<file path="src/rtl/if_fetch_stage_pkg.sv">
// Shared definitions for the instruction-fetch stage: FSM encoding and the
// architectural reset/bubble constants.
package if_fetch_stage_pkg;

  typedef enum logic [1:0] {
    FETCH = 2'd0,
    MISS  = 2'd1,
    HOLD  = 2'd2
  } fetch_state_t;

  localparam logic [31:0] RESET_PC    = 32'h0000_0000;
  localparam logic [31:0] BUBBLE_INST = 32'h0000_0000;
  localparam int          INST_BYTES  = 4;

endpackage

</file>
<file path="src/rtl/if_fetch_stage.sv">
// Instruction-fetch stage: owns the PC, issues icache requests, absorbs misses,
// stalls and ID-stage redirects, and feeds the IF/ID register.
module if_fetch_stage #(
  parameter logic [31:0] RESET_PC    = if_fetch_stage_pkg::RESET_PC,
  parameter logic [31:0] BUBBLE_INST = if_fetch_stage_pkg::BUBBLE_INST
) (
  input  logic                             clk_i,
  input  logic                             rst_i,
  input  logic                             stall_i,
  input  logic                             branch_i,
  input  logic [31:0]                      branch_target_i,
  output logic                             imem_req_o,
  output logic [31:0]                      imem_addr_o,
  input  logic                             imem_ready_i,
  input  logic [31:0]                      imem_data_i,
  output logic [31:0]                      pc_o,
  output logic [31:0]                      instruction_o,
  output logic                             flush_o,
  output logic                             stall_o,
  output if_fetch_stage_pkg::fetch_state_t state_o
);

  import if_fetch_stage_pkg::*;

  // Handshake: imem_req_o/imem_addr_o stay asserted and stable from the first
  // request cycle until imem_ready_i is seen; imem_data_i is only consumed in
  // that ready cycle, and a request is never withdrawn before completion.

  fetch_state_t state;
  logic [31:0]  pc_q;
  logic [31:0]  inst_buf;
  logic         redir_pend;
  logic [31:0]  redir_pc;
  logic [31:0]  pc_inc;

  assign pc_inc      = pc_q + 32'(INST_BYTES);
  assign imem_addr_o = pc_q;
  assign pc_o        = pc_q;
  assign stall_o     = stall_i;
  assign state_o     = state;

  always_ff @(posedge clk_i or negedge rst_i) begin
    if (!rst_i) begin
      pc_q       <= RESET_PC;
      state      <= FETCH;
      inst_buf   <= '0;
      redir_pend <= 1'b0;
      redir_pc   <= '0;
    end else begin
      case (state)
        FETCH: begin
          if (imem_ready_i) begin
            if (branch_i) begin
              pc_q <= branch_target_i;
            end else if (stall_i) begin
              state    <= HOLD;
              inst_buf <= imem_data_i;
            end else begin
              pc_q <= pc_inc;
            end
          end else begin
            state <= MISS;
            if (branch_i) begin
              redir_pend <= 1'b1;
              redir_pc   <= branch_target_i;
            end
          end
        end
        MISS: begin
          if (imem_ready_i) begin
            // A redirect seen at any point during the miss discards the word;
            // a same-cycle branch is newer than the remembered one.
            if (branch_i) begin
              pc_q       <= branch_target_i;
              redir_pend <= 1'b0;
              state      <= FETCH;
            end else if (redir_pend) begin
              pc_q       <= redir_pc;
              redir_pend <= 1'b0;
              state      <= FETCH;
            end else if (stall_i) begin
              state    <= HOLD;
              inst_buf <= imem_data_i;
            end else begin
              pc_q  <= pc_inc;
              state <= FETCH;
            end
          end else if (branch_i) begin
            redir_pend <= 1'b1;
            redir_pc   <= branch_target_i;
          end
        end
        HOLD: begin
          if (branch_i) begin
            pc_q  <= branch_target_i;
            state <= FETCH;
          end else if (!stall_i) begin
            pc_q  <= pc_inc;
            state <= FETCH;
          end
        end
        default: state <= FETCH;
      endcase
    end
  end

  always_comb begin
    imem_req_o    = 1'b0;
    instruction_o = BUBBLE_INST;
    flush_o       = 1'b1;
    if (rst_i) begin
      case (state)
        FETCH: begin
          imem_req_o = 1'b1;
          if (imem_ready_i) begin
            instruction_o = imem_data_i;
            flush_o       = branch_i;
          end
        end
        MISS: begin
          imem_req_o = 1'b1;
          if (imem_ready_i && !redir_pend && !branch_i) begin
            instruction_o = imem_data_i;
            flush_o       = 1'b0;
          end
        end
        HOLD: begin
          instruction_o = inst_buf;
          flush_o       = branch_i;
        end
        default: begin
          imem_req_o    = 1'b0;
          instruction_o = BUBBLE_INST;
          flush_o       = 1'b1;
        end
      endcase
    end
  end

endmodule

</file>
<file path="config.mk">
export PLATFORM = sky130hd
export DESIGN_NAME = if_fetch_stage
export DESIGN_NICKNAME = d
export VERILOG_FILES = /design/src/rtl/if_fetch_stage_pkg.sv /design/src/rtl/if_fetch_stage.sv
export SDC_FILE = /design/constraint.sdc
export NUM_CORES = 1
export LEC_CHECK = 0
export ABC_CLOCK_PERIOD_IN_PS = 4100
export CORE_AREA = 8 8 123 125
export DETAILED_ROUTE_END_ITERATION = 16
export DIE_AREA = 0 0 131 133
export HOLD_SLACK_MARGIN = 0.1
export PLACE_DENSITY = 0.74
export SYNTH_ARGS = -nofsm -noshare
export SYNTH_HDL_FRONTEND = slang
export SYNTH_SLANG_ARGS = --single-unit
</file>
<file path="constraint.sdc">
create_clock -name clk_i -period 4.1 [get_ports clk_i]
set_input_delay 0.615 -clock clk_i [delete_from_list [all_inputs] [get_ports clk_i]]
set_output_delay 0.615 -clock clk_i [all_outputs]
set_load 0.01 [all_outputs]
</file>
Word-level counts from Yosys, hierarchy flattened
Cells that the tools add are included.
{"block": "totals", "out_inout_bits": 101, "reg_bits": 99}
{"block": "classes", "n_bitwise": 1, "mux": 38, "n_reduce_logical": 13, "addsub": 1, "n_eq_ne": 11}
{"cell": "32-bit 2-to-1 mux", "n": 15}
{"cell": "32-bit one-hot mux with 3 select lines", "n": 2}
{"cell": "32-bit one-hot mux with 2 select lines", "n": 1}
{"cell": "32-bit by 3-bit adder with 32-bit output, second input constant", "n": 1}
{"cell": "2-bit 2-to-1 mux", "n": 9}
{"cell": "2-bit inequality test, second input constant", "n": 6}
{"cell": "3-bit inequality test, second input constant", "n": 3}
{"cell": "1-bit 2-to-1 mux", "n": 8}
{"cell": "2-bit one-hot mux with 3 select lines", "n": 1}
{"cell": "3-bit AND reduction", "n": 2}
{"cell": "6-bit AND reduction", "n": 1}
{"cell": "4-bit AND reduction", "n": 1}
{"cell": "1-bit one-hot mux with 3 select lines", "n": 1}
{"cell": "3-bit nonzero test", "n": 1}
{"cell": "2-bit by 1-bit == test with 1-bit output, second input constant", "n": 1}
{"cell": "2-bit == test, second input constant", "n": 1}
{"cell": "1-bit logical AND", "n": 2}
{"cell": "1-bit zero test", "n": 2}
{"cell": "2-bit zero test", "n": 1}
{"cell": "1-bit one-hot mux with 2 select lines", "n": 1}
{"cell": "2-bit AND reduction", "n": 1}
{"cell": "2-bit nonzero test", "n": 1}
{"cell": "2-bit OR reduction", "n": 1}
{"cell": "1-bit inverter", "n": 1}

Longest topological paths before layout
{"block": "logic_depth", "ltp_word": 6, "depth_mapped": 8, "depth_no_buf": 6}

Worst setup path after synthesis
OpenSTA, ideal clock, no wires.
{"block": "synth_path", "kind": "input port to output port", "from": "input port branch_i", "to": "output port instruction_o[10]", "path_stages": 6, "t_required_ns": 3.485, "arrival_ns": 1.589, "path_buffers": 2, "setup_slack_ns": 1.896, "cell_sequence": "o21ai_0 -> and3_1 -> clkbuf_1 -> clkbuf_1 -> a22oi_1 -> nor2_1"}
{"block": "synth_between", "elab_chain_len": 5}
{"element": "start, declared", "line": "if_fetch_stage.sv:10", "rtl": "input logic branch_i,"}
{"element": "1-bit zero test", "line": "if_fetch_stage.sv:122", "rtl": "if (imem_ready_i && !redir_pend && !branch_i) begin"}
{"element": "1-bit logical AND", "line": "if_fetch_stage.sv:122"}
{"element": "32-bit 2-to-1 mux", "line": "if_fetch_stage.sv:122"}
{"element": "32-bit one-hot mux with 3 select lines", "line": "if_fetch_stage.sv:112", "rtl": "case (state)"}
{"element": "32-bit 2-to-1 mux", "line": "if_fetch_stage.sv:111", "rtl": "if (rst_i) begin"}
{"element": "end, declared", "line": "if_fetch_stage.sv:17", "rtl": "output logic [31:0] instruction_o,"}
Every way passes these cells.

Worst setup path after layout
{"block": "layout_path", "from": "register state[1] (netlist: state_o[1])", "to": "output port instruction_o[9]"}
{"block": "layout_between", "elab_chain_len": 3, "elab_cells_between_ends": 5, "cone_classes": "eq/ne: 2; mux: 2; reduce/logical: 1"}
{"element": "start, declared", "line": "if_fetch_stage.sv:29", "rtl": "fetch_state_t state;"}
{"element": "start signal, assigned", "line": "if_fetch_stage.sv:45", "rtl": "state <= FETCH;"}
{"element": "start signal, assigned", "line": "if_fetch_stage.sv:56", "rtl": "state <= HOLD;"}
{"element": "start signal, assigned", "line": "if_fetch_stage.sv:62", "rtl": "state <= MISS;"}
{"element": "2-bit == test, or another cell as far along", "line": "if_fetch_stage.sv:112"}
{"element": "32-bit one-hot mux with 3 select lines *", "line": "if_fetch_stage.sv:112"}
{"element": "32-bit 2-to-1 mux *", "line": "if_fetch_stage.sv:111"}
Mark *: on every way between the ends. The rest lies on a longest branch, timed or not.

==> results.ini <==
[outcome]
outcome=completed

[cells_and_area]
final-seq-area_um2=2480
multi_input_area_um2=2730
final_cell_count_no_fill=902
syn_to_final_growth_pct=33.3
layout_commonest_cell=clkdlybuf4s50_1
final_cell_mix=clkdlybuf4s50_1, dfrtp_1, mux2_2
post-route-util=0.576
finalNetCount=791
fillers=1093
layout-drive-gt1-share=0.138
antenna_cells=0

[die]
die_w_um=131
rows=42
die_area_um2=17400
dieHeight_um=133
core_area_um2=13100
start_util=0.432
io_pins=170

[critical_path]
timing.rr.start=state_o[1]
cp_data_required_time_ps=3480
reg2reg_to=imem_addr_o[19]
rrSetupSlack_ps=1190
setup.worst_path.start_class=flop
crit_end=instruction_o[9]
cp-startpoint=state_o[1]
crit_type=flop to primary output
end_kind=primary output
ff2ff_path_depth=5
arrival_ps=2610
crit_fanout=32

[sta]
finalHoldViolCount=0
skew_ps=7.03
fin_crit_ps=3220
slew-limit-headroom=0.213
drv_slew=0
tightest_slew_ps=1180
rsz0062_at_grt=no
period_share=0.786
finalWorstSetupSlack_ps=876
worst_hold_slack_ps=435
max_freq_mhz=310
setup_viol=0
timing.setup.tns_ps=0

[routing]
vias=5192
drc=0
vias_per_cell=5.76
wirelength_um=16800
routedWlPerCell_um=18.6
dr.first_iter.drc_count=425
antenna_left=0
dr.pass1.iters=6

[cts]
cts_made_buffers=9
post_cts_buffers=0
cts-resized-gates=0
h-tree-depth=3
clockBufferDepth=2
cts_tree=built
clk_pin_slew_ps=70
hold_buffers=0
insertion_delay_ps=350
clkSinkCount=99
root_buffer=clkbuf_16

[min_path]
min_path_type=primary input to async pin

[power_and_ir_drop]
total_leakage_power_nw=2.94
ir_drop_mv=0.214
pwr_density_cell_nw_per_um2=420

[logic_synthesis]
ys_warn_count=0
syn_avg_cell_area_um2=9.30
synth_area_leader_cell=dfrtp_1
yosysSeqAreaShare=0.438
synth_cell_type_count=51
synth-seq-cells=99
yosysTopAreaCellShare=0.438
synthTopCellsByArea=dfrtp_1, mux2_2, a22oi_1
mappedNetlistNets=678
synth_cells=608
ys_dominant_reg_cell=dfrtp_1
async_flop_share=1.00
syn_area_um2=5650
synth_edf_count=0

[global_route]
antenna_found_initial=0
grt_pass1_vias=5369
grt_max_degree=78
grt_pass1_wl_um=27300
grt.total_usage=0.195
overflow=0

[placed_design]
dp.cells=886
dp_slack_ps=963
gp_congestion=0.854
dp_hpwl_um=11800
port_buffers=169

[flow_run]
cap_viol_max_count=0

[through the flow]
stage | area [µm²] | total power, W
2_1_floorplan | 5650 | 0.00189
3_3_place_gp | 7240 | 0.00229
3_5_place_dp | 7240 | 0.00233
4_1_cts | 7530 | 0.00319
5_1_grt | 7530 | 0.00332
6_report | 7530 | 0.00317
[area by class of cell]
type	instances	area share
clock inverter	1	0.000664
sequential	99	0.329
clock buffer	15	0.0382
timing repair buffer	179	0.235
inverter	12	0.00598
tap	176	0.0292
multi-input combinational	420	0.362
[critical path, cell delays in order (launching register included)]
cell and delay [ps]:
dfrtp_1 510, nand2_1 170, nand2_1 640, nor2_1 320, clkdlybuf4s50_1 610
[worst min path at each step]
stage | cells after the start | startpoint | to
floorplan | 0 | rst_i | imem_addr_o[0]
global placement | 1 | redir_pc[12] | redir_pc[12]
detailed placement | 1 | redir_pc[21] | redir_pc[21]
CTS | 2 | rst_i | redir_pc[6]
global route | 2 | rst_i | redir_pc[8]
finish | 2 | rst_i | redir_pc[8]
[cells in the mapped netlist (2+ instances only)]
library cell,number
o221a_2,2
a211oi_1,6
nand3b_1,6
a21o_1,3
a22o_1,7
and2_1,5
or3_1,2
a2bb2oi_1,2
a41oi_1,3
o2bb2ai_1,3
o21ai_0,47
o211ai_1,2
buf_1,3
a22oi_1,40
a21oi_1,28
nor3_1,12
dfrtp_1,99
nor4_1,7
mux2_2,64
clkbuf_1,40
nor3b_1,3
nor2_1,61
and3_1,7
nand2_1,54
o22ai_1,2
nor2b_1,7
a31oi_1,4
a221oi_1,3
o31a_1,2
inv_1,12
nand4_1,12
nand3_1,9
buf_4,33
[kinds of logic after synthesis]
kind of cell,after synthesis,synth area share
adders and majority gates,1,0.00221
and+or+nand+nor,195,0.167
muxes,64,0.127
AOI/OAI and AO/OA,160,0.184
DFF,99,0.438
buffers and inverters,89,0.0812
[per-layer routing]
| layer | vias up | global-route usage | share of wire |
|---|---|---|---|
| met1 | 2537 | 0.236 | 0.41 |
| li1 | 2403 | - | - |
| met5 | - | 0 | 0 |
| met4 | 0 | 0.0804 | 0.016 |
| met3 | 20 | 0.0615 | 0.10 |
| met2 | 232 | 0.313 | 0.47 |
[state kept, by name, summed over array words and instances, names as in the netlist]
register,flops
imem_addr_o,32
inst_buf,32
state_o,2
redir_pc,32
redir_pend,1
[power by group]
group | internal (W) | switching, W | leakage (nW)
Clock | 0.000479 | 0.000376 | 0.146
Sequential | 0.00118 | 0.000197 | 1.19
Combinational | 0.000532 | 0.000401 | 1.61
No activity file was read; power rests on OpenSTA's default activity.
